$ cat src/rtl/serial_subtractor_fsm_pkg.sv
// serial_subtractor_fsm_pkg: shared state encoding and default width for the bit-serial subtractor
package serial_subtractor_fsm_pkg;
  localparam int DEFAULT_WIDTH = 8;
  typedef enum logic [1:0] {
    ST_IDLE = 2'd0,
    ST_RUN  = 2'd1,
    ST_DONE = 2'd2
  } state_t;
endpackage

$ cat src/rtl/serial_subtractor_fsm_full_subtractor_bl.sv
// full_subtractor_bl: one-bit combinational full subtractor cell
//   a, b  : minuend / subtrahend bit
//   bin   : borrow in
//   d     : difference bit a - b - bin
//   bout  : borrow out
module full_subtractor_bl (
  input  logic a,
  input  logic b,
  input  logic bin,
  output logic d,
  output logic bout
);
  assign d    = a ^ b ^ bin;
  assign bout = (~a & b) | (~(a ^ b) & bin);
endmodule

$ cat src/rtl/serial_subtractor_fsm.sv
// serial_subtractor_fsm: bit-serial WIDTH-bit subtractor (ip1 - ip2), LSB first, start/busy/done handshake
//   clk, rst_n  : clock (rising edge), asynchronous active-low reset
//   start       : request, sampled only in IDLE
//   ip1, ip2    : minuend / subtrahend, captured on the accepting edge
//   diff        : registered result, updated when the last bit is produced
//   borrow      : final borrow-out (ip1 < ip2, unsigned)
//   busy        : high in RUN and DONE
//   done        : one-cycle pulse in DONE
//   SERIAL_SUB_SAT_EN : when defined, diff floors to 0 whenever the final borrow is set
module serial_subtractor_fsm
  import serial_subtractor_fsm_pkg::*;
#(
  parameter int WIDTH = DEFAULT_WIDTH
) (
  input  logic             clk,
  input  logic             rst_n,
  input  logic             start,
  input  logic [WIDTH-1:0] ip1,
  input  logic [WIDTH-1:0] ip2,
  output logic [WIDTH-1:0] diff,
  output logic             borrow,
  output logic             busy,
  output logic             done
);
  localparam int CW = $clog2(WIDTH);
  state_t           r_state, w_next;
  logic [WIDTH-1:0] r_a, r_b, r_diff;
  logic [WIDTH-2:0] r_res;
  logic [CW-1:0]    r_cnt;
  logic             r_bff, r_borrow;
  logic             w_d, w_bo, w_last;
  logic [WIDTH-1:0] w_shift, w_final;
  full_subtractor_bl u_cell (
    .a   (r_a[0]),
    .b   (r_b[0]),
    .bin (r_bff),
    .d   (w_d),
    .bout(w_bo)
  );
  assign w_last  = r_cnt == CW'(WIDTH - 1);
  // partial result holds the WIDTH-1 bits produced so far; the new bit enters at the top
  assign w_shift = {w_d, r_res};
`ifdef SERIAL_SUB_SAT_EN
  assign w_final = w_bo ? '0 : w_shift;
`else
  assign w_final = w_shift;
`endif
  always_ff @(posedge clk or negedge rst_n)
    if (!rst_n) r_state <= ST_IDLE;
    else        r_state <= w_next;
  always_comb begin
    w_next = ST_IDLE;
    busy   = 1'b0;
    done   = 1'b0;
    case (r_state)
      ST_IDLE: w_next = start ? ST_RUN : ST_IDLE;
      ST_RUN: begin
        w_next = w_last ? ST_DONE : ST_RUN;
        busy   = 1'b1;
      end
      ST_DONE: begin
        busy = 1'b1;
        done = 1'b1;
      end
      default: w_next = ST_IDLE;
    endcase
  end
  always_ff @(posedge clk or negedge rst_n) begin
    if (!rst_n) begin
      r_a      <= '0;
      r_b      <= '0;
      r_res    <= '0;
      r_bff    <= 1'b0;
      r_cnt    <= '0;
      r_diff   <= '0;
      r_borrow <= 1'b0;
    end else begin
      case (r_state)
        ST_IDLE:
          if (start) begin
            r_a   <= ip1;
            r_b   <= ip2;
            r_res <= '0;
            r_bff <= 1'b0;
            r_cnt <= '0;
          end
        ST_RUN: begin
          r_a   <= {1'b0, r_a[WIDTH-1:1]};
          r_b   <= {1'b0, r_b[WIDTH-1:1]};
          r_res <= w_shift[WIDTH-1:1];
          r_bff <= w_bo;
          r_cnt <= r_cnt + CW'(1);
          if (w_last) begin
            r_diff   <= w_final;
            r_borrow <= w_bo;
          end
        end
        ST_DONE: ;
        default: begin
          r_diff   <= '0;
          r_borrow <= 1'b0;
        end
      endcase
    end
  end
  assign diff   = r_diff;
  assign borrow = r_borrow;
endmodule

$ cat config.mk
export PLATFORM = sky130hd
export DESIGN_NAME = serial_subtractor_fsm
export DESIGN_NICKNAME = d
export VERILOG_FILES = /design/src/rtl/serial_subtractor_fsm_pkg.sv /design/src/rtl/serial_subtractor_fsm_full_subtractor_bl.sv /design/src/rtl/serial_subtractor_fsm.sv
export SDC_FILE = /design/constraint.sdc
export NUM_CORES = 1
export LEC_CHECK = 0
export CAP_MARGIN = 20
export CELL_PAD_IN_SITES_DETAIL_PLACEMENT = 1
export CELL_PAD_IN_SITES_GLOBAL_PLACEMENT = 1
export CORE_MARGIN = 3
export CORE_UTILIZATION = 40
export CTS_BUF_LIST = sky130_fd_sc_hd__clkbuf_16
export DETAILED_ROUTE_END_ITERATION = 7
export GPL_TIMING_DRIVEN = 0
export MAX_ROUTING_LAYER = met4
export PLACE_DENSITY_LB_ADDON = 0.1
export SYNTH_ARGS = -nofsm -noshare
export SYNTH_HDL_FRONTEND = slang
export SYNTH_SLANG_ARGS = --single-unit
$ cat constraint.sdc
create_clock -name clk -period 1.99 [get_ports clk]
set_input_delay 0.398 -clock clk [delete_from_list [all_inputs] [get_ports clk]]
set_output_delay 0.398 -clock clk [all_outputs]
set_load 0.05 [all_outputs]
Word level (Yosys, flattened, before mapping):

Cells that the tools add are included.
W data, S select, Z words.

* register bits: 38
* word-level logic and storage cells: 47
* output and inout port bits: 11

* muxes and demuxes: 19
* add/subtract/negate cells: 1
* equal/unequal tests: 5
* bitwise gates (word level): 8
* reductions and logical operators: 6

Operators with widths (count)
* $pmux W8 S2: 3
* $mux W8: 3
* $pmux W7 S2: 1
* $mux W7: 1
* $pmux W3 S2: 1
* $mux W1: 5
* $ne A2 B2 Y1 const B: 2
* $pmux W1 S2: 2
* $pmux W2 S2: 1
* $reduce_and A2 Y1: 2
* $reduce_or A2 Y1: 2
* $add A3 B1 Y3 const B: 1
* $eq A3 B3 Y1 const B: 1
* $mux W3: 1
* $not A1 Y1: 3
* $and A1 B1 Y1: 2
* $eq A2 B1 Y1 const B: 1
* $eq A2 B2 Y1 const B: 1
* $logic_not A2 Y1: 1
* $mux W2: 1
* $reduce_bool A2 Y1: 1
* $xor A1 B1 Y1: 2
* $or A1 B1 Y1: 1

Longest topological paths before layout:

* depth in word-level cells: 6
* mapped depth: 8

By module:

A second synthesis with hierarchy kept.

* cells, all modules: 167
* area total of the unflattened synthesis: 1868.0 sq um

Modules (own cells, without submodules)
* serial_subtractor_fsm: seq. area each 950.9 sq um, area each 1836.8 sq um, cells an instance 163, instances 1
* full_subtractor_bl: seq. area each 0.0 sq um, area each 31.3 sq um, cells an instance 4, instances 1

Worst setup path before layout:

OpenSTA, ideal clock, no wires.

* path kind: reg2reg
* from: register r_state[0]
* to: register r_borrow (netlist: borrow)
* cell stages (with the launch flop): 7
* data required time: 1870 ps
* data arrival time: 1453 ps
* slack: 416 ps
* clock period less this slack: 1574 ps
* library setup time: 120 ps
* path through: dfrtp_1 inv_1 ha_1 or2_2 clkbuf_1 o21ai_0 nand2_1

* word-level cells in the longest chain between the ends: 4
* elaborated cells on any way between the ends: 8
* those cells by class: eq/ne: 3; mux: 1; bitwise: 1; reduce/logical: 3

Ends and longest elaborated chain
* start, declared: line serial_subtractor_fsm.sv:26 `state_t r_state, w_next;`
* start signal, assigned: line serial_subtractor_fsm.sv:50 `else r_state <= w_next;`
* $eq A2 B2 Y1 / $logic_not A2 Y1 (equally long branches): line serial_subtractor_fsm.sv:78 `case (r_state)`
* $reduce_or A2 Y1 (no source line)
* $not A1 Y1 (no source line)
* $reduce_and A2 Y1 (no source line)
* end signal, assigned: line serial_subtractor_fsm.sv:95 `r_borrow <= w_bo;`
* end, declared: line serial_subtractor_fsm.sv:30 `logic r_bff, r_borrow;`

Parallel ways exist; a longest one is shown, timed or not.
A chain may end at the register's enable or synchronous reset.

Final worst setup path:

* from: register r_state[0]
* to: output port busy

* word-level cells in the longest chain between the ends: 3
* elaborated cells on any way between the ends: 4
* those cells by class: eq/ne: 2; mux: 1; reduce/logical: 1

Ends and longest elaborated chain
* $eq A2 B1 Y1 / $eq A2 B2 Y1 (equally long branches): line serial_subtractor_fsm.sv:55 `case (r_state)`
* $reduce_or A2 Y1 (no source line) *
* $mux W1 *: line serial_subtractor_fsm.sv:55
* end, declared: line serial_subtractor_fsm.sv:22 `output logic busy,`

Mark *: on every way between the ends. The rest lies on a longest branch, timed or not.

==> summary.txt <==
Drt
  • Antenna-violating nets left: 0
  • Drt drc: 0
  • Drt initial violations: 64
  • Via Count: between 1000 and 1500
  • Detailed Route WL: 4760 um
  • Drt first pass iters: 4
  • Per-cell routed wire length: ~18 um
  • Vias per cell: 5.67

Floorplanning
  • Die Span Y: 73.5 um
  • Die area: 5410 um2
  • Initial Utilization: 43.4%
  • Boundary pin count: 30
  • Die span in x: 73.5 um
  • Cell Rows: 23
  • Core ar.: about 4200 um2

Critical path
  • Critical Path AT: 1.50 ns
  • CP startpoint kind: register
  • Required @ worst endpoint: 1.59 ns
  • Worst setup EP type: primary output
  • Worst-path fanout max: 2
  • Setup Crit Path Kind: reg2out

Placed design
  • Port bufs: 28
  • HPWL after DPL: 3280 um
  • Final GP Congestion: 0.798
  • Post-DP Area: 2160 um2
  • Placed cells: 253

Run status
  • Status: complete, no violations

Min path
  • Hold Path Class: in2async

Logic synthesis
  • Synth Flop Type: dfrtp_1
  • Post-Syn Instances: 175
  • Synth Register Bits: 38
  • Async S/R FF share, synth: 100%
  • Post-synth EDFFs: 0
  • Avg Cell Area, Syn: around 10 um2
  • YS warnings: 0
  • Register area share after synthesis: 52.1%
  • Post-synth net total: 200
  • Synthesized area: roughly 1800 um2
  • Distinct cells, synth: 35

Finish
  • Post-layout util: 55.2%
  • Layout cells sized above 1: a little over an eighth
  • N_diodes: 0
  • Fin area: 2320 um2
  • Final non-filler cell total: 260
  • Final Net Count: 235
  • Area Growth Syn to Fin: 27.1%
  • Fillers: 459

Timing
  • Slew @ Worst Pin: 0.869 ns
  • Final setup violation count: 0
  • Max Freq: ~530 MHz
  • Fin. Hold Viols: 0
  • Final Critical Period: 1.90 ns
  • Clk_skew: roughly 0.0035 ns
  • RSZ-0062 raised after global routing: false
  • Slew Viols, Final: 0
  • Worst hold slack: 0.233 ns
  • Tcrit/Tclk final: 95.3%
  • Slew HR: 42.1%

GRT
  • Pin count of the biggest net entering global routing: 39
  • Initial antenna violation count: 0
  • Global-route wire length before repair: 8080 um
  • Total Routing Usage GR: 20.0%
  • Total gr overflow: 0
  • Vias in the first global route: about 1600

Clock network
  • CTS Hold Buffers Added: 0
  • CTS H-Tree Depth: 2
  • Post-CTS Repair Setup Buffers: 0
  • Clk slew on worst S/H paths: 0.06 ns
  • Num CTS Buffers: 5
  • Max Buffers Root-to-Sink: 2
  • Clock Root Buffer: clkbuf_16
  • CTS tree: yes
  • Worst skew pair latency: around 0.28 ns
  • Clk sinks: 38

Flow run
  • Max Cap Violations: 0

Pwr
  • Lkg Pwr: 0.00105 uW
  • Power per Cell Area: 1720 nW/um2
  • VDD IR max: 662 uV
## path summary, 6_finish.rpt
kind | cells after the start | from | to | slack (ns)
setup / recovery | 3 | r_state[0] | busy | 0.09
hold / removal | 1 | rst_n | r_b[4] | 0.23
setup reg to reg | 7 | r_state[0] | diff[6] | 0.32
hold reg to reg | 2 | diff[4] | diff[4] | 0.51
max in group asynchronous | 1 | rst_n | r_bff | 1.21
min in group clk | 3 | start | r_b[0] | 0.49
## stage by stage
step	worst slack [ns]	setup TNS, ns	power [uW]
after floorplan	0.416	0	2600
after global placement	-0.347	-13.15	3020
after detailed placement	0.124	0	3140
after CTS	0.0786	0	4040
after global routing	0.0297	0	4270
final	0.0940	0	4000
## power by group
group          total (uW)  switching [uW]  internal [uW]
logic                1810            1070            738
clock network         866             287            579
registers            1320             230           1090
total                4000            1590           2410
## critical path, stage by stage, from the launching register on
cell and delay, ns:
dfrtp_1 0.36, inv_1 0.07, ha_1 0.27, dlygate4sd2_1 0.52
## registers in the layout, summed over array words and instances (netlist names)
| signal | cells |
|---|---|
| diff | 8 |
| r_a | 8 |
| r_b | 8 |
| r_res | 7 |
| r_cnt | 3 |
| r_state | 2 |
| borrow | 1 |
| r_bff | 1 |
## layout make-up
cell class                 count  area [um2]  share of cell area, %
buffer                        14         103                   4.43
clock buffer                   5         125                   5.40
clock inverter                 2        33.8                   1.46
inverter                       5        18.8                  0.809
multi-input combinational    118         752                   32.4
sequential                    38         951                   41.0
tap                           50        62.6                   2.70
timing repair buffer          28         273                   11.8
## metal layers
layer | vias to the layer above | share of wire (%) | routed length, um | GRT usage, %
met1 | 738 | 46 | 2190 | 26.4
met4 | 0 | 1.6 | 74 | 7.85
li1 | 694 | - | - | -
met3 | 9 | 3.7 | 174 | 3.28
met5 | - | 0 | 0 | -
met2 | 32 | 49 | 2320 | 30.6
## cell families (layout without fill, tap and decap cells)
family / count (synthesis) / in the layout / synth area share, %
simple gates: 61 / 61 / 16.4
compound gates: 50 / 50 / 19.8
mux: 1 / 1 / 0.549
buf+inv: 19 / 54 / 6.65
flops: 38 / 38 / 52.1
fa+ha+maj: 6 / 6 / 4.53
## Yosys cell counts, drive strengths merged (5+ instances only)
master	number	area (um2)
inv	5	18.8
a211oi	8	75.1
nand2	22	82.6
nor2	11	48.8
nand3	7	35.0
buf	13	98.8
ha	5	62.6
o21ai	17	85.1
nor3	9	45.0
dfrtp	38	951
o22ai	10	62.6
a22o	10	87.6
## cells in the final DEF, fill, tap and decap left out, types with 5 or more instances in the layout
cell             Yosys  layout
o21ai_0             17      17
ha_1                 5       5
nor2_1              10      10
nand2_1             22      22
nor3_1               9       9
a211oi_1             5       5
dfrtp_1             38      38
clkbuf_16            0       5
buf_2                4       5
a22o_1              10      10
clkdlybuf4s50_1      0      25
o22ai_1             10      10
nand3_1              7       7
## timing repair
action | in CTS | in global routing
endpoints found under the setup margin | 2 | 0
resized for setup | 2 | 0
endpoints found under the hold margin | 0 | 0
Note: power is estimated with default switching activity, not from simulation.
